File: src/rtl/mult_pkg.sv
// ============================================================================
// Module      : mult_pkg
// Description : Shared state encoding and sizing helper for the sequential
//               shift-add multiplier (mult_seq / mult_seq_dp).
// Revision    : 1.0 - initial release
// ============================================================================
`default_nettype none

package mult_pkg;

  // Control FSM state encoding
  localparam logic [1:0] ST_IDLE = 2'd0;
  localparam logic [1:0] ST_RUN  = 2'd1;
  localparam logic [1:0] ST_DONE = 2'd2;

  typedef enum logic [1:0] {
    S_IDLE = ST_IDLE,
    S_RUN  = ST_RUN,
    S_DONE = ST_DONE
  } state_e;

  // Iteration counter width: wide enough to hold WIDTH itself, because the
  // counter is still incremented on the final RUN step.
  function automatic int cnt_width(input int width);
    return $clog2(width) + 1;
  endfunction

endpackage

`default_nettype wire

File: src/rtl/mult_seq_dp.sv
// ============================================================================
// Module      : mult_seq_dp
// Description : Shift-add datapath for mult_seq. Holds the accumulator,
//               shifted multiplicand, shifted multiplier and the registered
//               product. Driven by load/step/last strobes from the controller.
//               Build option MULT_SIGNED_EN: two's-complement operands; the
//               loop runs on magnitudes and the sign is applied when the
//               product register is loaded.
// Revision    : 1.0 - initial release
// ============================================================================
`default_nettype none

module mult_seq_dp
  import mult_pkg::*;
#(
  parameter int WIDTH = 8
) (
  input  logic                 clk,
  input  logic                 rst,
  input  logic                 load_i,
  input  logic                 step_i,
  input  logic                 last_i,
  input  logic [WIDTH-1:0]     a_i,
  input  logic [WIDTH-1:0]     b_i,
  output logic [2*WIDTH-1:0]   prod_o
);

  localparam int PW = 2 * WIDTH;

  logic [PW-1:0]    acc_q, acc_d;
  logic [PW-1:0]    mcand_q, mcand_d;
  logic [WIDTH-1:0] mplier_q, mplier_d;
  logic [PW-1:0]    prod_q, prod_d;
  logic [PW-1:0]    sum;
  logic [PW-1:0]    result;
  logic [WIDTH-1:0] mag_a, mag_b;

`ifdef MULT_SIGNED_EN
  logic sign_q, sign_d;

  // Loop operates on magnitudes; -2^(WIDTH-1) maps to 2^(WIDTH-1), which
  // still fits as an unsigned WIDTH-bit value.
  assign mag_a  = a_i[WIDTH-1] ? (~a_i + 1'b1) : a_i;
  assign mag_b  = b_i[WIDTH-1] ? (~b_i + 1'b1) : b_i;
  assign sign_d = load_i ? (a_i[WIDTH-1] ^ b_i[WIDTH-1]) : sign_q;
  // Sign correction is folded into the product register load so the
  // RUN->DONE latency is the same as the unsigned build.
  assign result = sign_q ? (~sum + 1'b1) : sum;

  // Product sign captured with the operands
  always_ff @(posedge clk or posedge rst) begin
    if (rst) sign_q <= 1'b0;
    else     sign_q <= sign_d;
  end
`else
  assign mag_a  = a_i;
  assign mag_b  = b_i;
  assign result = sum;
`endif

  // Accumulator plus the current partial product (modulo 2^PW)
  assign sum = acc_q + (mplier_q[0] ? mcand_q : '0);

  // Next-state for load (operand capture) and step (one shift-add iteration)
  always_comb begin
    acc_d    = acc_q;
    mcand_d  = mcand_q;
    mplier_d = mplier_q;
    prod_d   = prod_q;
    if (load_i) begin
      acc_d    = '0;
      mcand_d  = {{WIDTH{1'b0}}, mag_a};
      mplier_d = mag_b;
    end else if (step_i) begin
      acc_d    = sum;
      mcand_d  = {mcand_q[PW-2:0], 1'b0};
      mplier_d = {1'b0, mplier_q[WIDTH-1:1]};
      // Product register holds its value until the next final step
      if (last_i) prod_d = result;
    end
  end

  // Datapath registers
  always_ff @(posedge clk or posedge rst) begin
    if (rst) begin
      acc_q    <= '0;
      mcand_q  <= '0;
      mplier_q <= '0;
      prod_q   <= '0;
    end else begin
      acc_q    <= acc_d;
      mcand_q  <= mcand_d;
      mplier_q <= mplier_d;
      prod_q   <= prod_d;
    end
  end

  assign prod_o = prod_q;

endmodule

`default_nettype wire

File: src/rtl/mult_seq.sv
// ============================================================================
// Module      : mult_seq
// Description : Multi-cycle shift-add multiplier, WIDTH x WIDTH -> 2*WIDTH,
//               with valid/ready handshakes on operand and product sides.
//               IDLE accepts operands, RUN performs exactly WIDTH shift-add
//               steps, DONE presents the product until out_ready.
//               Build option MULT_SIGNED_EN: two's-complement operation.
// Revision    : 1.0 - initial release
// ============================================================================
`default_nettype none

module mult_seq
  import mult_pkg::*;
#(
  parameter int WIDTH = 8
) (
  input  logic                 clk,
  input  logic                 rst,
  input  logic                 in_valid,
  output logic                 in_ready,
  input  logic [WIDTH-1:0]     a,
  input  logic [WIDTH-1:0]     b,
  output logic                 out_valid,
  input  logic                 out_ready,
  output logic [2*WIDTH-1:0]   out,
  output logic                 busy
);

  localparam int CNT_W = cnt_width(WIDTH);

  state_e           state_q, state_d;
  logic [CNT_W-1:0] cnt_q, cnt_d;
  logic             load, step, last;

  // Next-state, counter and datapath strobes
  always_comb begin
    state_d = state_q;
    cnt_d   = cnt_q;
    load    = 1'b0;
    step    = 1'b0;
    last    = 1'b0;
    unique case (state_q)
      S_IDLE: begin
        if (in_valid) begin
          load    = 1'b1;
          cnt_d   = '0;
          state_d = S_RUN;
        end
      end
      S_RUN: begin
        // No early exit on zero operands: always WIDTH steps
        step  = 1'b1;
        cnt_d = cnt_q + 1'b1;
        if (cnt_q == CNT_W'(WIDTH - 1)) begin
          last    = 1'b1;
          state_d = S_DONE;
        end
      end
      S_DONE: begin
        if (out_ready) state_d = S_IDLE;
      end
      default: state_d = S_IDLE;
    endcase
  end

  // State and iteration counter registers
  always_ff @(posedge clk or posedge rst) begin
    if (rst) begin
      state_q <= S_IDLE;
      cnt_q   <= '0;
    end else begin
      state_q <= state_d;
      cnt_q   <= cnt_d;
    end
  end

  // Handshake outputs decode directly from the state register
  assign in_ready  = (state_q == S_IDLE);
  assign out_valid = (state_q == S_DONE);
  assign busy      = (state_q != S_IDLE);

  mult_seq_dp #(
    .WIDTH (WIDTH)
  ) u_dp (
    .clk    (clk),
    .rst    (rst),
    .load_i (load),
    .step_i (step),
    .last_i (last),
    .a_i    (a),
    .b_i    (b),
    .prod_o (out)
  );

endmodule

`default_nettype wire

File: config.mk
export PLATFORM = sky130hd
export DESIGN_NAME = mult_seq
export DESIGN_NICKNAME = d
export VERILOG_FILES = /design/src/rtl/mult_pkg.sv /design/src/rtl/mult_seq_dp.sv /design/src/rtl/mult_seq.sv
export SDC_FILE = /design/constraint.sdc
export NUM_CORES = 1
export LEC_CHECK = 0
export BUFFER_PORTS_ARGS = -buffer_cell sky130_fd_sc_hd__buf_2
export CAP_MARGIN = 20
export CORE_ASPECT_RATIO = 1.75
export CORE_MARGIN = 1.5
export CORE_UTILIZATION = 59
export DETAILED_ROUTE_END_ITERATION = 12
export MAX_ROUTING_LAYER = met4
export PLACE_DENSITY = 0.87
export SLEW_MARGIN = 0
export SYNTH_ARGS = -nofsm -noshare
export SYNTH_HDL_FRONTEND = slang
export SYNTH_SLANG_ARGS = --single-unit
File: constraint.sdc
create_clock -name clk -period 3 [get_ports clk]
set_input_delay 0.3 -clock clk [delete_from_list [all_inputs] [get_ports clk]]
set_output_delay 0.3 -clock clk [all_outputs]
set_load 0.005 [all_outputs]
==> results.json, run 1 <==
{
  "max_freq_mhz": 370,
  "path_buf_inv": 0,
  "layout.nets": 442,
  "worst_slew_pin_slew_ps": 963,
  "fin_cells": 487,
  "grt_pass1_vias": 2987,
  "final_common_cell": "dfrtp_1",
  "dp_slack_ps": 366,
  "setup_viol": 0,
  "maxCapViolCount": 0,
  "clock-root-buffer": "clkbuf_8",
  "overflow": 0,
  "via_count": 2974,
  "clock_latency_ps": 350,
  "reg2reg_from": "u_dp.mplier_q[0]",
  "antenna_found_initial": 0,
  "start_util_pct": 60.7,
  "cp_cell_sequence": "and2_1 -> ha_1 -> fa_1 -> a21oi_1 -> o21ai_0 -> a21oi_1 -> o21ai_0 -> xor2_1 -> mux2_2",
  "dp_hpwl_mm": 5.66,
  "io_buffers": 38,
  "dr.first_iter.drc_count": 104,
  "wl_per_cell_um": 16.5,
  "die_w_um": 61.8,
  "syn-cell-area_um2": 3570,
  "die_area_um2": 6540,
  "netlist_instances": 372,
  "syn_area_per_cell_um2": 9.59,
  "slew_violations": 0,
  "stdcell_area_um2": 4030,
  "status": "complete, no violations",
  "critical_path_class": "reg -> reg",
  "p_per_area_nw_per_um2": 948,
  "dpl_cell_area_um2": 3820,
  "synth_top_area_share_pct": 43.5,
  "die_h_um": 106,
  "fin_setup_tns_ps": 0,
  "startpoint_type": "flop",
  "grt_max_degree": 48,
  "worstSetupEndpointType": "flop",
  "min_period_ps": 2700,
  "setup_slack_ps": 298,
  "power_uw": 3820,
  "clk_pin_slew_ps": 70,
  "synth-seq-area-share_pct": 43.5,
  "cts_resized": 0,
  "cpPeakStageDelay_ps": 440,
  "gr-usage-all-layers_pct": 28.6,
  "cts_buffers": 9,
  "r2r_cells": 9,
  "cts_hold_buf": 0,
  "rr_endpoint": "u_dp.prod_o[8]",
  "area_growth_pct": 13.0,
  "ys_warn_count": 0,
  "syn_nets": 409,
  "rsz0062_at_grt": "no",
  "grt_first_pass_wirelength_mm": 13.5,
  "cp-startpoint": "u_dp.mplier_q[0]",
  "finalClockSkew_ps": 8.50,
  "rrSetupSlack_ps": 300,
  "final_cell_mix": "dfrtp_1, nand2_1, buf_2",
  "ir_worst_vdd_mv": 0.730,
  "coreArea_um2": 5880,
  "p_leak_uw": 0.00198,
  "synth_area_leaders": "dfrtp_1, a22o_1, ha_1, nand2_1, a21oi_1",
  "ant_nets": 0,
  "place_inst": 472,
  "antenna_cells": 0,
  "crit_family": "compound AO/OA/AOI/OAI gates",
  "viasPerCell": 6.11,
  "crit_slowest_cell": "dfrtp_1",
  "cts_setup_buffers": 0,
  "gp_congestion": 0.945,
  "finalHoldViolations": 0,
  "drc": 0,
  "path_max_fanout": 9,
  "slew_headroom_pct": 35.7,
  "synthArstFlopShare_pct": 100,
  "synth_top_area_cell": "dfrtp_1",
  "ys_seq_elements": 62,
  "cts.sinks": 62,
  "drive_gt1_share_pct": 19.8,
  "firstDrtPassIters": 4,
  "synth_enable_flop_cells": 0,
  "htreeDepth": 3,
  "hp-class": "in -> async",
  "routed_wl_mm": 8.05,
  "fin_crit_sh_pct": 90.1,
  "clk_path_buf_depth": 2,
  "cts_tree": "done",
  "num_rows": 37,
  "ys.flop_type": "dfrtp_1",
  "io_pins": 39,
  "yosysUniqueCellTypes": 44,
  "cp.required_ps": 3240,
  "critical_path_arrival_ps": 2940
}
## final cells by class
| class | count | area, um^2 |
|---|---|---|
| clock buffer | 12 | 165 |
| clock inverter | 3 | 42.5 |
| fill | 467 | 1850 |
| inverter | 6 | 22.5 |
| multi-input combinational | 279 | 1890 |
| sequential | 62 | 1550 |
| tap | 78 | 97.6 |
| timing repair buffer | 47 | 258 |
## report_power, final
group / leakage (uW) / internal (uW) / switching, uW / total, uW
Clock: 0.000104 / 445 / 327 / 772
Sequential: 0.000811 / 1170 / 264 / 1440
Combinational: 0.00107 / 712 / 899 / 1610
Total: 0.00198 / 2330 / 1490 / 3820
## how the worst max path moves through the flow
stage	end	slack, ps	cells after the start
floorplan	u_dp.prod_o[8]	560	10
global placement	u_dp.prod_o[8]	420	9
detailed placement	u_dp.prod_o[8]	370	9
CTS	u_dp.prod_o[8]	350	9
global route	u_dp.prod_o[12]	150	9
finish	u_dp.prod_o[8]	300	9
## per-stage QoR
stage	hold slack (ps)	util [%]
after floorplan	455	-
after global placement	453	65.0
after detailed placement	466	65.0
after CTS	192	68.5
after global routing	214	68.5
final	160	68.5
## flip-flops by register name, summed over array words and instances (netlist names)
name,flops
cnt_q,4
u_dp.prod_o,16
u_dp.mplier_q,8
u_dp.acc_q,16
state_q,2
u_dp.mcand_q,16
## cell usage after synthesis (2+ instances only)
cell      number
a31oi_1        2
nor2b_1       21
a211oi_1       2
mux2_2         6
nor2_1        14
o21ai_0       25
nand4_1        6
o31ai_1        2
xnor2_1        5
o21a_1         5
a22oi_1       14
nand3_1        9
inv_1          6
o21bai_1       3
nor3_1         6
xor2_1         6
buf_2          5
o311a_1        2
mux2i_1        3
and2_1        15
a21o_1         8
ha_1          16
nand2_1       40
o31ai_2        2
a22o_1        23
clkbuf_1      17
nand4b_1       3
a21oi_1       29
dfrtp_1       62
## cell families (layout without fill, tap and decap cells)
| logic type | count (synthesis) | after routing | share of synthesized area (%) |
|---|---|---|---|
| buffers and inverters | 31 | 68 | 3.58 |
| AO/OA/AOI/OAI | 122 | 122 | 23.9 |
| XOR/XNOR | 11 | 11 | 2.70 |
| multiplexers | 9 | 9 | 2.74 |
| flip-flops | 62 | 62 | 43.5 |
| adder cells (fa/ha/maj) | 17 | 17 | 6.18 |
| AND/OR/NAND/NOR | 120 | 120 | 17.4 |
## worst register-to-register path, stage by stage, from the launching register on
cell,delay (ps)
dfrtp_1,440
and2_1,190
ha_1,200
fa_1,410
a21oi_1,200
o21ai_0,110
a21oi_1,380
o21ai_0,200
xor2_1,190
mux2_2,280
## layer usage
metal	track usage (%)	vias up	part of all wire [%]
li1	-	1403	-
met1	33.9	1470	40
met2	43.2	74	54
met3	6.38	27	2.7
met4	16.4	0	4.0
met5	-	-	0
Power figures use the tool's default switching activity.
==> run 2: changes to the inputs <==
--- a/config.mk
+++ b/config.mk
@@ -7,7 +7,7 @@
 export LEC_CHECK = 0
 export BUFFER_PORTS_ARGS = -buffer_cell sky130_fd_sc_hd__buf_2
 export CAP_MARGIN = 20
-export CORE_ASPECT_RATIO = 1.75
+export CORE_ASPECT_RATIO = 0.6
 export CORE_MARGIN = 1.5
 export CORE_UTILIZATION = 59
 export DETAILED_ROUTE_END_ITERATION = 12
==> run 2 against run 1 <==
Count of clock-buffer cells in the layout increased by 1. Largest power group unchanged. Sequential power about the same. Clock power increased by 11%. Highest routed layer unchanged. Sequential share of layout area decreased by 0.40 points. Critical endpoint is now u_dp.prod_o[12].
==> results.json, run 2 (synthesis gave the netlist of run 1 again) <==
{
  "crit_slowest_cell": "dfrtp_1",
  "io_pins": 39,
  "grt_first_pass_wirelength_mm": 14.0,
  "area_growth_pct": 14.2,
  "slew_headroom_pct": 61.4,
  "clk_pin_slew_ps": 70,
  "critical_path_class": "reg -> reg",
  "setup_slack_ps": 249,
  "cpPeakStageDelay_ps": 560,
  "htreeDepth": 3,
  "finalClockSkew_ps": 5.91,
  "startpoint_type": "flop",
  "drc": 0,
  "maxCapViolCount": 0,
  "cp_cell_sequence": "and2_1 -> ha_1 -> fa_1 -> a21oi_1 -> o21ai_0 -> a21oi_2 -> o21ai_0 -> xor2_1 -> mux2_2",
  "clk_path_buf_depth": 2,
  "gr-usage-all-layers_pct": 28.8,
  "fin_cells": 491,
  "antenna_cells": 0,
  "cts_setup_buffers": 0,
  "max_freq_mhz": 364,
  "ir_worst_vdd_mv": 0.501,
  "min_period_ps": 2750,
  "crit_top_cell": "o21ai_0",
  "status": "complete, no violations",
  "fin_setup_tns_ps": 0,
  "start_util_pct": 62.5,
  "final_common_cell": "dfrtp_1",
  "drive_gt1_share_pct": 20.0,
  "multiInputGateArea_um2": 1900,
  "die_h_um": 63.2,
  "wl_per_cell_um": 16.6,
  "stdcell_area_um2": 4070,
  "cts_buffers": 9,
  "rsz0062_at_grt": "no",
  "coreArea_um2": 5700,
  "die_w_um": 103,
  "gp_congestion": 0.921,
  "dr.first_iter.drc_count": 221,
  "num_rows": 21,
  "via_count": 2955,
  "dp_slack_ps": 249,
  "overflow": 0,
  "p_leak_uw": 0.00200,
  "holdWs_ps": 232,
  "ant_nets": 0,
  "slew_violations": 0,
  "routed_wl_mm": 8.14,
  "hp-class": "in -> reg",
  "die_area_um2": 6530,
  "worstSetupEndpointType": "flop",
  "worst_slew_pin_slew_ps": 578,
  "grt_pass1_vias": 2816,
  "dp_hpwl_mm": 5.57,
  "setup_viol": 0,
  "viasPerCell": 6.02,
  "clock-root-buffer": "clkbuf_8",
  "antenna_found_initial": 0,
  "fillers": 429,
  "firstDrtPassIters": 5,
  "dpl_cell_area_um2": 3820,
  "final_cell_mix": "dfrtp_1, nand2_1, buf_2",
  "cts.sinks": 62,
  "place_inst": 474,
  "clock_latency_ps": 350,
  "seq_area_um2": 1550,
  "layout.nets": 443,
  "critical_path_arrival_ps": 2980,
  "p_per_area_nw_per_um2": 959,
  "cts_tree": "done",
  "io_buffers": 38,
  "fin_crit_sh_pct": 91.7,
  "cp.required_ps": 3230,
  "rrSetupSlack_ps": 250,
  "finalHoldViolations": 0,
  "path_max_fanout": 18,
  "grt_max_degree": 47
}
==> run 2: cell count changes in the layout (fill, tap and decap cells not counted) <==
cell / change
a21oi_2: +1
a21oi_1: -1
clkbuf_1: +1
bufinv_16: +1
clkinvlp_4: -1
dlygate4sd3_1: +1
==> run 2: layout make-up <==
type,instances,share of cell area [%]
Inverter,6,0.553
Multi-Input combinational cell,279,46.6
Clock buffer,13,4.15
Tap cell,80,2.46
Sequential cell,62,38.1
Timing Repair Buffer,48,6.57
Clock inverter,3,1.60
==> run 2: per-stage QoR <==
stage	power [uW]	utilization [%]
global placement	2940	67.1
floorplan	2580	-
finish	3900	71.4
CTS	3910	71.4
detailed placement	3040	67.1
global route	4190	71.4
==> run 2: path summary, 6_finish.rpt <==
path                                  startpoint              end  cells past startpoint
worst max register to register  u_dp.mplier_q[0]  u_dp.prod_o[12]                      9
min in group asynchronous                    rst         cnt_q[1]                      3
worst min-delay path                        a[0]  u_dp.mcand_q[0]                      3
worst max-delay path            u_dp.mplier_q[0]  u_dp.prod_o[12]                      9
worst min register to register    u_dp.prod_o[1]   u_dp.prod_o[1]                      2
max in group asynchronous                    rst    u_dp.acc_q[6]                      4
==> run 2: worst max-delay path, delay by kind of cell, from the launching register on <==
kind / cells / cell delay (ps)
fa+ha+maj: 2 / 600
simple gates: 1 / 250
mux: 1 / 270
compound gates: 4 / 790
xor+xnor: 1 / 170
flops: 1 / 560
==> run 2: layer usage <==
| metal | vias to the layer above | track usage (%) | share of wire, % |
|---|---|---|---|
| li1 | 1412 | - | - |
| met1 | 1428 | 41.0 | 47 |
| met2 | 103 | 39.4 | 45 |
| met3 | 12 | 8.77 | 6.8 |
| met4 | 0 | 8.95 | 1.4 |
| met5 | - | - | 0 |
==> run 2: repair_timing <==
action / 4_1_cts / 5_1_grt
hold buffers: 1 / 0
endpoints found under the hold margin: 16 / 0
resized for setup: 0 / 1
endpoints found under the setup margin: 0 / 3
==> run 2: power by group <==
group,internal [uW],switching [uW]
Clock,535,321
Sequential,1170,283
Combinational,706,886
Total,2410,1490
==> run 3: changes to the inputs <==
--- a/config.mk
+++ b/config.mk
@@ -8,7 +8,6 @@
 export BUFFER_PORTS_ARGS = -buffer_cell sky130_fd_sc_hd__buf_2
 export CAP_MARGIN = 20
 export CORE_ASPECT_RATIO = 0.6
-export CORE_MARGIN = 1.5
 export CORE_UTILIZATION = 59
 export DETAILED_ROUTE_END_ITERATION = 12
 export MAX_ROUTING_LAYER = met4
==> run 3 against run 2 <==
Core utilization is 1.1 points lower. First-iteration DRC count is 4.1% higher. Global-route usage is 2.0 points higher. Critical path type unchanged. Wire length is 3.6% higher. Largest power group unchanged. Die area is 2.5% lower.
==> results.json, run 3 (synthesis gave the netlist of run 1 again) <==
{
  "fin_crit_sh_pct": 92.8,
  "firstDrtPassIters": 5,
  "rsz0062_at_grt": "no",
  "min_period_ps": 2780,
  "cp_cell_sequence": "and2_1 -> ha_1 -> a21oi_1 -> nand4b_1 -> a211oi_1 -> o31ai_2 -> xnor2_1 -> mux2_2",
  "worst_slew_pin_slew_ps": 901,
  "routed_wl_mm": 8.44,
  "worstSetupEndpointType": "flop",
  "ant_nets": 0,
  "io_buffers": 38,
  "grt_first_pass_wirelength_mm": 14.3,
  "p_leak_uw": 0.00197,
  "grt_pass1_vias": 2942,
  "clk_path_buf_depth": 2,
  "drive_gt1_share_pct": 19.2,
  "antenna_cells": 0,
  "htreeDepth": 3,
  "startpoint_type": "flop",
  "via_count": 3020,
  "clk_pin_slew_ps": 60,
  "cts_resized": 0,
  "status": "complete, no violations",
  "final_cell_mix": "dfrtp_1, nand2_1, buf_2",
  "slew_headroom_pct": 39.9,
  "cts_hold_buf": 0,
  "grt_max_degree": 45,
  "layout.nets": 441,
  "cts.sinks": 62,
  "cts_buffers": 9,
  "max_freq_mhz": 359,
  "num_rows": 21,
  "io_pins": 39,
  "antenna_found_initial": 0,
  "critical_path_class": "reg -> reg",
  "coreArea_um2": 5700,
  "cts_tree": "done",
  "wl_per_cell_um": 17.3,
  "gr-usage-all-layers_pct": 30.8,
  "critical_path_arrival_ps": 3010,
  "finalHoldViolations": 0,
  "fin_setup_tns_ps": 0,
  "die_h_um": 62.2,
  "setup_viol": 0,
  "hp-class": "in -> async",
  "dpl_cell_area_um2": 3820,
  "stdcell_area_um2": 4010,
  "die_w_um": 102,
  "ir_worst_vdd_mv": 0.509,
  "p_per_area_nw_per_um2": 945,
  "cts_setup_buffers": 0,
  "drc": 0,
  "gp_congestion": 0.909,
  "cp.required_ps": 3230,
  "dr.first_iter.drc_count": 230,
  "cpPeakStageDelay_ps": 570,
  "final_common_cell": "dfrtp_1",
  "dp_hpwl_mm": 5.73,
  "overflow": 0,
  "clock_latency_ps": 360,
  "path_max_fanout": 18,
  "die_area_um2": 6370,
  "finalClockSkew_ps": 12.2,
  "clock-root-buffer": "clkbuf_8",
  "start_util_pct": 62.5,
  "slew_violations": 0,
  "viasPerCell": 6.20,
  "crit_slowest_cell": "dfrtp_1",
  "area_growth_pct": 12.5,
  "maxCapViolCount": 0
}
run 3: cell count changes in the layout (fill, tap and decap cells not counted), sizes merged:
cell and delta:
clkinv -1, dlygate4sd3 -1, buf -1, bufinv -1
run 3: layout make-up:
class / count / area [um^2]
Fill cell: 447 / 1690
Sequential cell: 62 / 1550
Clock buffer: 13 / 159
Tap cell: 80 / 100
Clock inverter: 1 / 30.0
Timing Repair Buffer: 46 / 250
Inverter: 6 / 22.5
Multi-Input combinational cell: 279 / 1900
run 3: worst paths after layout:
| check | cells after the start | start | slack (ps) | end |
|---|---|---|---|---|
| max in group asynchronous | 3 | rst | 2150 | u_dp.acc_q[6] |
| hold / removal | 2 | rst | 140 | cnt_q[1] |
| setup reg to reg | 8 | u_dp.mplier_q[0] | 220 | u_dp.prod_o[13] |
| min in group clk | 3 | out_ready | 210 | state_q[1] |
| hold reg to reg | 2 | u_dp.prod_o[5] | 480 | u_dp.prod_o[5] |
| setup / recovery | 8 | u_dp.mplier_q[0] | 220 | u_dp.prod_o[13] |
run 3: stage by stage:
stage | cells | hold WS (ps) | worst slack (ps) | util, % | total power, uW
floorplan | 372 | 455 | 557 | - | 2580
global placement | 473 | 457 | 325 | 67.0 | 2930
detailed placement | 473 | 461 | 156 | 67.0 | 3050
CTS | 487 | 158 | 153 | 70.3 | 3790
global route | 487 | 224 | 68.1 | 70.3 | 4060
finish | 487 | 139 | 217 | 70.3 | 3790
run 3: report_power, final:
part,switching [uW],internal (uW),total [uW],leakage [uW]
combinational,908,695,1600,0.00106
sequential,281,1170,1460,0.000811
clock,311,421,732,0.0000956
total,1500,2290,3790,0.00197
run 3: critical path: cells and delay by family (launching register included):
kind            cells  cell delay, ps
fa+ha+maj           1             270
flops               1             570
compound gates      3             770
simple gates        2             610
mux                 1             260
xor+xnor            1             150
run 3: routing by layer:
layer,routed length [um],up-vias,track usage [%]
met5,0,-,-
met4,108,0,9.82
met3,560,12,11.0
met2,3890,109,44.3
met1,3880,1499,40.6
li1,-,1400,-
